[config.mk]
export PLATFORM = sky130hd
export DESIGN_NAME = freq_meter
export DESIGN_NICKNAME = d
export VERILOG_FILES = /design/src/rtl/freq_meter.sv
export SDC_FILE = /design/constraint.sdc
export NUM_CORES = 1
export LEC_CHECK = 0
export BUFFER_PORTS_ARGS = -buffer_cell sky130_fd_sc_hd__buf_2
export CORE_MARGIN = 5
export CORE_UTILIZATION = 45
export CTS_BUF_LIST = sky130_fd_sc_hd__clkbuf_4 sky130_fd_sc_hd__clkbuf_8 sky130_fd_sc_hd__clkbuf_16
export DETAILED_ROUTE_END_ITERATION = 7
export PLACE_DENSITY = 0.68
export SLEW_MARGIN = 20
export SYNTH_ARGS = -nofsm -noshare
export SYNTH_HDL_FRONTEND = slang
export SYNTH_SLANG_ARGS = --single-unit
[constraint.sdc]
create_clock -name clk -period 8.1 [get_ports clk]
set_clock_uncertainty 0.15 [all_clocks]
set_input_delay 0.405 -clock clk [delete_from_list [all_inputs] [get_ports clk]]
set_output_delay 0.405 -clock clk [all_outputs]
set_load 0.01 [all_outputs]
[src/rtl/freq_meter.sv]
// Gated frequency/period meter: counts sig_in rising edges over GATE_CYCLES clocks and
// reports the spacing of the last two edges; results load in a one-cycle DONE state.
module freq_meter #(
  parameter int unsigned GATE_CYCLES = 50000000,
  parameter int unsigned CNT_W       = 32
) (
  input  logic             clk,
  input  logic             rst,
  input  logic             sig_in,
  input  logic             en,
  output logic [CNT_W-1:0] freq_count,
  output logic [CNT_W-1:0] period_count,
  output logic             ovf,
  output logic             valid,
  output logic             busy
);

  localparam int unsigned      GW        = (GATE_CYCLES > 2) ? $clog2(GATE_CYCLES) : 1;
  localparam logic [GW-1:0]    GATE_LAST = GW'(GATE_CYCLES - 1);
  localparam logic [CNT_W-1:0] CNT_MAX   = '1;

  typedef enum logic [1:0] {S_IDLE, S_GATE, S_DONE} state_t;

  state_t           state_q, state_d;
  logic             sync1_q, sync2_q, hist_q;
  logic             rise;
  logic [GW-1:0]    gate_cnt_q, gate_cnt_d;
  logic [CNT_W-1:0] edge_cnt_q, edge_cnt_d;
  logic [CNT_W-1:0] per_run_q, per_run_d;
  logic [CNT_W-1:0] per_last_q, per_last_d;
  logic             seen_edge_q, seen_edge_d;
  logic             two_edges_q, two_edges_d;
  logic             ovf_int_q, ovf_int_d;
  logic [CNT_W-1:0] freq_count_q, freq_count_d;
  logic [CNT_W-1:0] period_count_q, period_count_d;
  logic             ovf_q, ovf_d;
  logic             valid_q, valid_d;
  logic             busy_q, busy_d;

  always_ff @(posedge clk or posedge rst) begin
    if (rst) begin
      sync1_q <= 1'b0;
      sync2_q <= 1'b0;
      hist_q  <= 1'b0;
    end else begin
      sync1_q <= sig_in;
      sync2_q <= sync1_q;
      hist_q  <= sync2_q;
    end
  end

  assign rise = sync2_q & ~hist_q;

  always_ff @(posedge clk or posedge rst) begin
    if (rst) state_q <= S_IDLE;
    else     state_q <= state_d;
  end

  // Abort on en low wins over window completion.
  always_comb begin
    state_d = state_q;
    case (state_q)
      S_IDLE: if (en) state_d = S_GATE;
      S_GATE: begin
        if (!en)                          state_d = S_IDLE;
        else if (gate_cnt_q == GATE_LAST) state_d = S_DONE;
      end
      S_DONE: state_d = en ? S_GATE : S_IDLE;
      default: state_d = S_IDLE;
    endcase
  end

  always_comb begin
    gate_cnt_d     = '0;
    edge_cnt_d     = '0;
    per_run_d      = '0;
    per_last_d     = '0;
    seen_edge_d    = 1'b0;
    two_edges_d    = 1'b0;
    ovf_int_d      = 1'b0;
    freq_count_d   = freq_count_q;
    period_count_d = period_count_q;
    ovf_d          = ovf_q;
    valid_d        = 1'b0;
    busy_d         = (state_d != S_IDLE);
    if (state_q == S_GATE) begin
      gate_cnt_d  = gate_cnt_q + GW'(1);
      edge_cnt_d  = edge_cnt_q;
      per_run_d   = per_run_q;
      per_last_d  = per_last_q;
      seen_edge_d = seen_edge_q;
      two_edges_d = two_edges_q;
      ovf_int_d   = ovf_int_q;
      if (seen_edge_q) begin
        if (per_run_q == CNT_MAX) ovf_int_d = 1'b1;
        else                      per_run_d = per_run_q + CNT_W'(1);
      end
      if (rise) begin
        if (edge_cnt_q == CNT_MAX) ovf_int_d  = 1'b1;
        else                       edge_cnt_d = edge_cnt_q + CNT_W'(1);
        if (seen_edge_q) begin
          per_last_d  = per_run_q;
          two_edges_d = 1'b1;
        end
        // One clock has elapsed by the time the next cycle samples per_run.
        per_run_d   = CNT_W'(1);
        seen_edge_d = 1'b1;
      end
      // Results are registered on entry to DONE so they appear with valid.
      if (state_d == S_DONE) begin
        freq_count_d   = edge_cnt_d;
        period_count_d = two_edges_d ? per_last_d : '0;
        ovf_d          = ovf_int_d;
        valid_d        = 1'b1;
      end
    end
  end

  always_ff @(posedge clk or posedge rst) begin
    if (rst) begin
      gate_cnt_q     <= '0;
      edge_cnt_q     <= '0;
      per_run_q      <= '0;
      per_last_q     <= '0;
      seen_edge_q    <= 1'b0;
      two_edges_q    <= 1'b0;
      ovf_int_q      <= 1'b0;
      freq_count_q   <= '0;
      period_count_q <= '0;
      ovf_q          <= 1'b0;
      valid_q        <= 1'b0;
      busy_q         <= 1'b0;
    end else begin
      gate_cnt_q     <= gate_cnt_d;
      edge_cnt_q     <= edge_cnt_d;
      per_run_q      <= per_run_d;
      per_last_q     <= per_last_d;
      seen_edge_q    <= seen_edge_d;
      two_edges_q    <= two_edges_d;
      ovf_int_q      <= ovf_int_d;
      freq_count_q   <= freq_count_d;
      period_count_q <= period_count_d;
      ovf_q          <= ovf_d;
      valid_q        <= valid_d;
      busy_q         <= busy_d;
    end
  end

  assign freq_count   = freq_count_q;
  assign period_count = period_count_q;
  assign ovf          = ovf_q;
  assign valid        = valid_q;
  assign busy         = busy_q;

endmodule
==> report_table.html <==
<table>
<tr><th>Metric</th><th>Value</th></tr>
<tr><th colspan="2">Setup path</th></tr>
<tr><td>Master of the slowest instance on the critical path</td><td>sky130_fd_sc_hd__nand2_2</td></tr>
<tr><td>Critical path startpoint</td><td>sync2_q</td></tr>
<tr><td>Critical path buffers and inverters</td><td>1</td></tr>
<tr><td>Cell type group with the largest total delay on the critical path</td><td>simple AND/OR/NAND/NOR gates</td></tr>
<tr><td>Worst setup slack for register-to-register paths</td><td>5.12 ns</td></tr>
<tr><td>Cells traversed along the worst timing path</td><td>nor2b_1 &gt; nand2_2 &gt; nand2_1 &gt; nand3_1 &gt; buf_4 &gt; nor3_1 &gt; a21o_1</td></tr>
<tr><td>Arrival time at the worst endpoint</td><td>3.19 ns</td></tr>
<tr><td>Startpoint of the most critical register-to-register path</td><td>sync2_q</td></tr>
<tr><td>Worst reg-to-reg path cell count</td><td>7</td></tr>
<tr><td>Endpoint required time on the critical path</td><td>8.31 ns</td></tr>
<tr><td>Highest net fanout along the worst path</td><td>36</td></tr>
<tr><td>Kind of critical path</td><td>flip-flop to flip-flop</td></tr>
<tr><td>Worst reg2reg path endpoint</td><td>period_count[29]</td></tr>
<tr><td>CP Launch Type</td><td>flip-flop</td></tr>
<tr><td>Sort of element at the end of the critical path</td><td>flip-flop</td></tr>
<tr><td>Slowest stage delay, CP</td><td>0.80 ns</td></tr>
<tr><th colspan="2">Global routing</th></tr>
<tr><td>Pin count of the biggest net entering global routing</td><td>129</td></tr>
<tr><td>Global-route wire length before repair</td><td>30.58 mm</td></tr>
<tr><td>Overflow left after global routing</td><td>0</td></tr>
<tr><td>Combined global-route utilization of all metal layers</td><td>16.80%</td></tr>
<tr><td>Antenna violations before repair</td><td>0</td></tr>
<tr><td>Vias in the first global route</td><td>6,075</td></tr>
<tr><th colspan="2">STA</th></tr>
<tr><td>Transition time at the pin with the least slew margin</td><td>1.063 ns</td></tr>
<tr><td>Normalized max-slew margin</td><td>29.13%</td></tr>
<tr><td>Total of endpoints with negative setup slack in the final report</td><td>0</td></tr>
<tr><td>Final hold vios</td><td>0</td></tr>
<tr><td>Pins Over Slew Limit</td><td>0</td></tr>
<tr><td>Setup repair after global routing missed its margin</td><td>false</td></tr>
<tr><td>Share of the clock period used by the worst path after layout</td><td>36.76%</td></tr>
<tr><td>TNS Setup</td><td>0 ns</td></tr>
<tr><td>Highest attainable clock frequency</td><td>335.8 MHz</td></tr>
<tr><td>Fin crit period</td><td>2.978 ns</td></tr>
<tr><th colspan="2">Clock tree</th></tr>
<tr><td>CTS tree</td><td>done</td></tr>
<tr><td>Number of H-tree levels</td><td>4</td></tr>
<tr><td>Number of gates resized after CTS</td><td>0</td></tr>
<tr><td>TritonCTS buffer count</td><td>17</td></tr>
<tr><td>Worst skew pair latency</td><td>0.43 ns</td></tr>
<tr><td>Number of hold-repair buffers added at the cts stage</td><td>1</td></tr>
<tr><td>Total clock sinks</td><td>197</td></tr>
<tr><td>Reg clk slew, reported paths</td><td>0.07 ns</td></tr>
<tr><td>Buffer depth of the longest clock path</td><td>2</td></tr>
<tr><td>Cell at the root of the clock tree</td><td>sky130_fd_sc_hd__clkbuf_16</td></tr>
<tr><td>Post CTS Setup Buffer Count</td><td>0</td></tr>
<tr><th colspan="2">Logic synthesis</th></tr>
<tr><td>Post-synth EDFFs</td><td>0</td></tr>
<tr><td>FFs w/ async S/R, synth</td><td>100.0%</td></tr>
<tr><td>Area contributors post-synth</td><td>sky130_fd_sc_hd__dfrtp_1, sky130_fd_sc_hd__nor2_1, sky130_fd_sc_hd__xor2_1</td></tr>
<tr><td>Net count after synthesis</td><td>857</td></tr>
<tr><td>Count of different cell masters after synthesis</td><td>53</td></tr>
<tr><td>Top cell type's share of synthesized area</td><td>56.33%</td></tr>
<tr><td>Mapped Cells</td><td>850</td></tr>
<tr><td>Yosys warnings</td><td>0</td></tr>
<tr><td>Register bit count reported by yosys</td><td>197</td></tr>
<tr><td>Flip-flop cell with the highest count after synthesis</td><td>sky130_fd_sc_hd__dfrtp_1</td></tr>
<tr><td>Post-synthesis instance area</td><td>8752 um^2</td></tr>
<tr><td>Part of the Yosys area used for sequential elements</td><td>56.33%</td></tr>
<tr><td>Post-synth top area cell</td><td>sky130_fd_sc_hd__dfrtp_1</td></tr>
<tr><td>Syn avg cell area</td><td>10.30 um^2</td></tr>
<tr><th colspan="2">Place</th></tr>
<tr><td>Routability-driven placement congestion ratio</td><td>0.8748</td></tr>
<tr><td>IO buf count</td><td>70</td></tr>
<tr><td>Detailed Place HPWL</td><td>11.85 mm</td></tr>
<tr><th colspan="2">Layout</th></tr>
<tr><td>Share of final-layout standard cells stronger than drive strength 1</td><td>14.07%</td></tr>
<tr><td>Layout Nets</td><td>911</td></tr>
<tr><td>Area Growth Syn to Fin</td><td>13.14%</td></tr>
<tr><td>Diode insertion count for antenna repair</td><td>0</td></tr>
<tr><td>Share of the core filled with cells</td><td>51.21%</td></tr>
<tr><th colspan="2">Run status</th></tr>
<tr><td>Outcome</td><td>finished, final reports clean</td></tr>
<tr><th colspan="2">Route</th></tr>
<tr><td>Router iterations before antenna repair</td><td>4</td></tr>
<tr><td>DRC Markers</td><td>0</td></tr>
<tr><td>Number of design-rule violations left by the first detailed-router iteration</td><td>339</td></tr>
<tr><td>Routed len/inst</td><td>15.23 um</td></tr>
<tr><td>Number of nets still failing antenna checks after routing</td><td>0</td></tr>
<tr><td>Via count normalized by instance count</td><td>5.197</td></tr>
<tr><td>Via count</td><td>6,143</td></tr>
<tr><td>Total Routed Length</td><td>18.00 mm</td></tr>
<tr><th colspan="2">Floorplanning</th></tr>
<tr><td>Initial standard-cell utilization of the core</td><td>45.27%</td></tr>
<tr><td>Total Die Area</td><td>22,340 um^2</td></tr>
<tr><td>IO Count</td><td>71</td></tr>
<tr><td>Placeable Area</td><td>19,330 um^2</td></tr>
<tr><td>Die height</td><td>149.5 um</td></tr>
<tr><td>Placement row count</td><td>51</td></tr>
<tr><td>Die width</td><td>149.5 um</td></tr>
<tr><th colspan="2">Power and ir drop</th></tr>
<tr><td>Maximum vdd ir drop</td><td>0.1544 mV</td></tr>
<tr><td>Areal power density over the cells</td><td>188.9 nW/um^2</td></tr>
<tr><td>Standby leakage power</td><td>0.004905 uW</td></tr>
<tr><th colspan="2">Hold path</th></tr>
<tr><td>Hold WC Path Type</td><td>primary input to async pin</td></tr>
<tr><th colspan="2">Flow run</th></tr>
<tr><td>Maximum Capacitance Violations</td><td>0</td></tr>
</table>
-- per-layer routing --
layer | GRT usage [%] | vias to the layer above | wire length (um)
met2 | 27.96 | 97 | 8960
met1 | 22.61 | 2999 | 8248
met4 | 4.668 | 0 | 201
met5 | 0 | - | 0
met3 | 3.271 | 18 | 586
li1 | - | 3029 | -
-- Yosys cell counts (2+ instances only) --
library cell,n
sky130_fd_sc_hd__nand4_1,32
sky130_fd_sc_hd__clkbuf_1,36
sky130_fd_sc_hd__nor2_1,136
sky130_fd_sc_hd__and2_1,4
sky130_fd_sc_hd__o21ai_0,33
sky130_fd_sc_hd__nand3_1,38
sky130_fd_sc_hd__nor4_1,5
sky130_fd_sc_hd__nor2b_1,2
sky130_fd_sc_hd__a21oi_1,10
sky130_fd_sc_hd__a31oi_1,3
sky130_fd_sc_hd__inv_1,14
sky130_fd_sc_hd__xnor2_1,33
sky130_fd_sc_hd__mux2i_1,32
sky130_fd_sc_hd__or3_1,5
sky130_fd_sc_hd__a21o_1,32
sky130_fd_sc_hd__or2_2,2
sky130_fd_sc_hd__xor2_1,48
sky130_fd_sc_hd__dfrtp_1,197
sky130_fd_sc_hd__and4_2,2
sky130_fd_sc_hd__nor4_2,4
sky130_fd_sc_hd__nor3b_1,3
sky130_fd_sc_hd__a211oi_1,4
sky130_fd_sc_hd__nor3_1,50
sky130_fd_sc_hd__nand2_1,67
sky130_fd_sc_hd__nand2b_1,5
sky130_fd_sc_hd__ha_1,3
sky130_fd_sc_hd__nor4b_1,2
sky130_fd_sc_hd__and4_1,6
sky130_fd_sc_hd__and3_1,18
-- area by class of cell --
type	instances	area (um^2)
Fill cell	1748	9433
Tap cell	265	331.6
Multi-Input combinational cell	599	3610
Clock inverter	12	132.6
Inverter	14	60.06
Clock buffer	20	447.9
Timing Repair Buffer	75	390.4
Sequential cell	197	4930
-- per-stage QoR --
| step | area [um^2] | setup slack, ns | hold slack, ns | instances | total power [uW] |
|---|---|---|---|---|---|
| after global routing | 9902 | 4.777 | 0.08622 | 1182 | 1943 |
| after CTS | 9899 | 5.114 | 0.04711 | 1182 | 1898 |
| final | 9902 | 5.122 | 0.01964 | 1182 | 1871 |
| after global placement | 9309 | 5.152 | 0.1886 | 1149 | 1061 |
| after detailed placement | 9309 | 5.163 | 0.2075 | 1149 | 1062 |
| after floorplan | 8752 | 2.176 | 0.1812 | 850 | 1048 |
-- how the worst max path moves through the flow --
stage | slack, ns | to | depth (start not counted)
floorplan | 2.18 | busy | 1
global placement | 5.15 | period_count[24] | 7
detailed placement | 5.16 | period_count[29] | 7
CTS | 5.11 | period_count[29] | 7
global route | 4.78 | period_count[29] | 7
finish | 5.12 | period_count[29] | 7
-- cells in the final DEF, fill, tap and decap left out, types with 2 or more instances in the layout --
cell	instances
sky130_fd_sc_hd__dfrtp_1	197
sky130_fd_sc_hd__nor2_1	136
sky130_fd_sc_hd__buf_2	70
sky130_fd_sc_hd__nand2_1	65
sky130_fd_sc_hd__nor3_1	50
sky130_fd_sc_hd__xor2_1	48
sky130_fd_sc_hd__nand3_1	38
sky130_fd_sc_hd__xnor2_1	33
sky130_fd_sc_hd__o21ai_0	33
sky130_fd_sc_hd__nand4_1	32
sky130_fd_sc_hd__mux2i_1	32
sky130_fd_sc_hd__a21o_1	32
sky130_fd_sc_hd__and3_1	18
sky130_fd_sc_hd__clkbuf_16	17
sky130_fd_sc_hd__inv_1	13
sky130_fd_sc_hd__a21oi_1	10
sky130_fd_sc_hd__and4_1	6
sky130_fd_sc_hd__clkinvlp_4	6
sky130_fd_sc_hd__or3_1	5
sky130_fd_sc_hd__nor4_1	5
sky130_fd_sc_hd__nand2b_1	4
sky130_fd_sc_hd__and2_1	4
sky130_fd_sc_hd__a211oi_1	4
sky130_fd_sc_hd__nor4_2	4
sky130_fd_sc_hd__buf_4	4
sky130_fd_sc_hd__nor3b_1	3
sky130_fd_sc_hd__a31oi_1	3
sky130_fd_sc_hd__ha_1	3
sky130_fd_sc_hd__clkbuf_4	3
sky130_fd_sc_hd__nor4b_1	2
sky130_fd_sc_hd__nor2b_1	2
sky130_fd_sc_hd__or4_2	2
sky130_fd_sc_hd__nand2_2	2
sky130_fd_sc_hd__and4_2	2
sky130_fd_sc_hd__or2_2	2
sky130_fd_sc_hd__bufinv_16	2
sky130_fd_sc_hd__clkinv_2	2
sky130_fd_sc_hd__clkinv_4	2
-- registers in the layout, indices dropped and copies added, names as in the netlist, 2 cells and up --
register      flops
per_run_q        32
edge_cnt_q       32
freq_count       32
gate_cnt_q       26
period_count     32
per_last_q       32
state_q           2
-- cells by family after synthesis --
family	after synthesis	share of synthesized area, %
AND/OR/NAND/NOR	394	22.43
multiplexers	32	3.660
adder cells (fa/ha/maj)	3	0.4289
flip-flops	197	56.33
XOR/XNOR	81	8.106
AO/OA/AOI/OAI	89	6.462
buffers and inverters	54	2.587
-- power by group --
| part | switching (uW) | total, uW | internal (uW) |
|---|---|---|---|
| Sequential | 5.60 | 993 | 988 |
| Clock | 364 | 829 | 464 |
| Combinational | 40.3 | 48.5 | 8.15 |
Power figures use the tool's default switching activity.
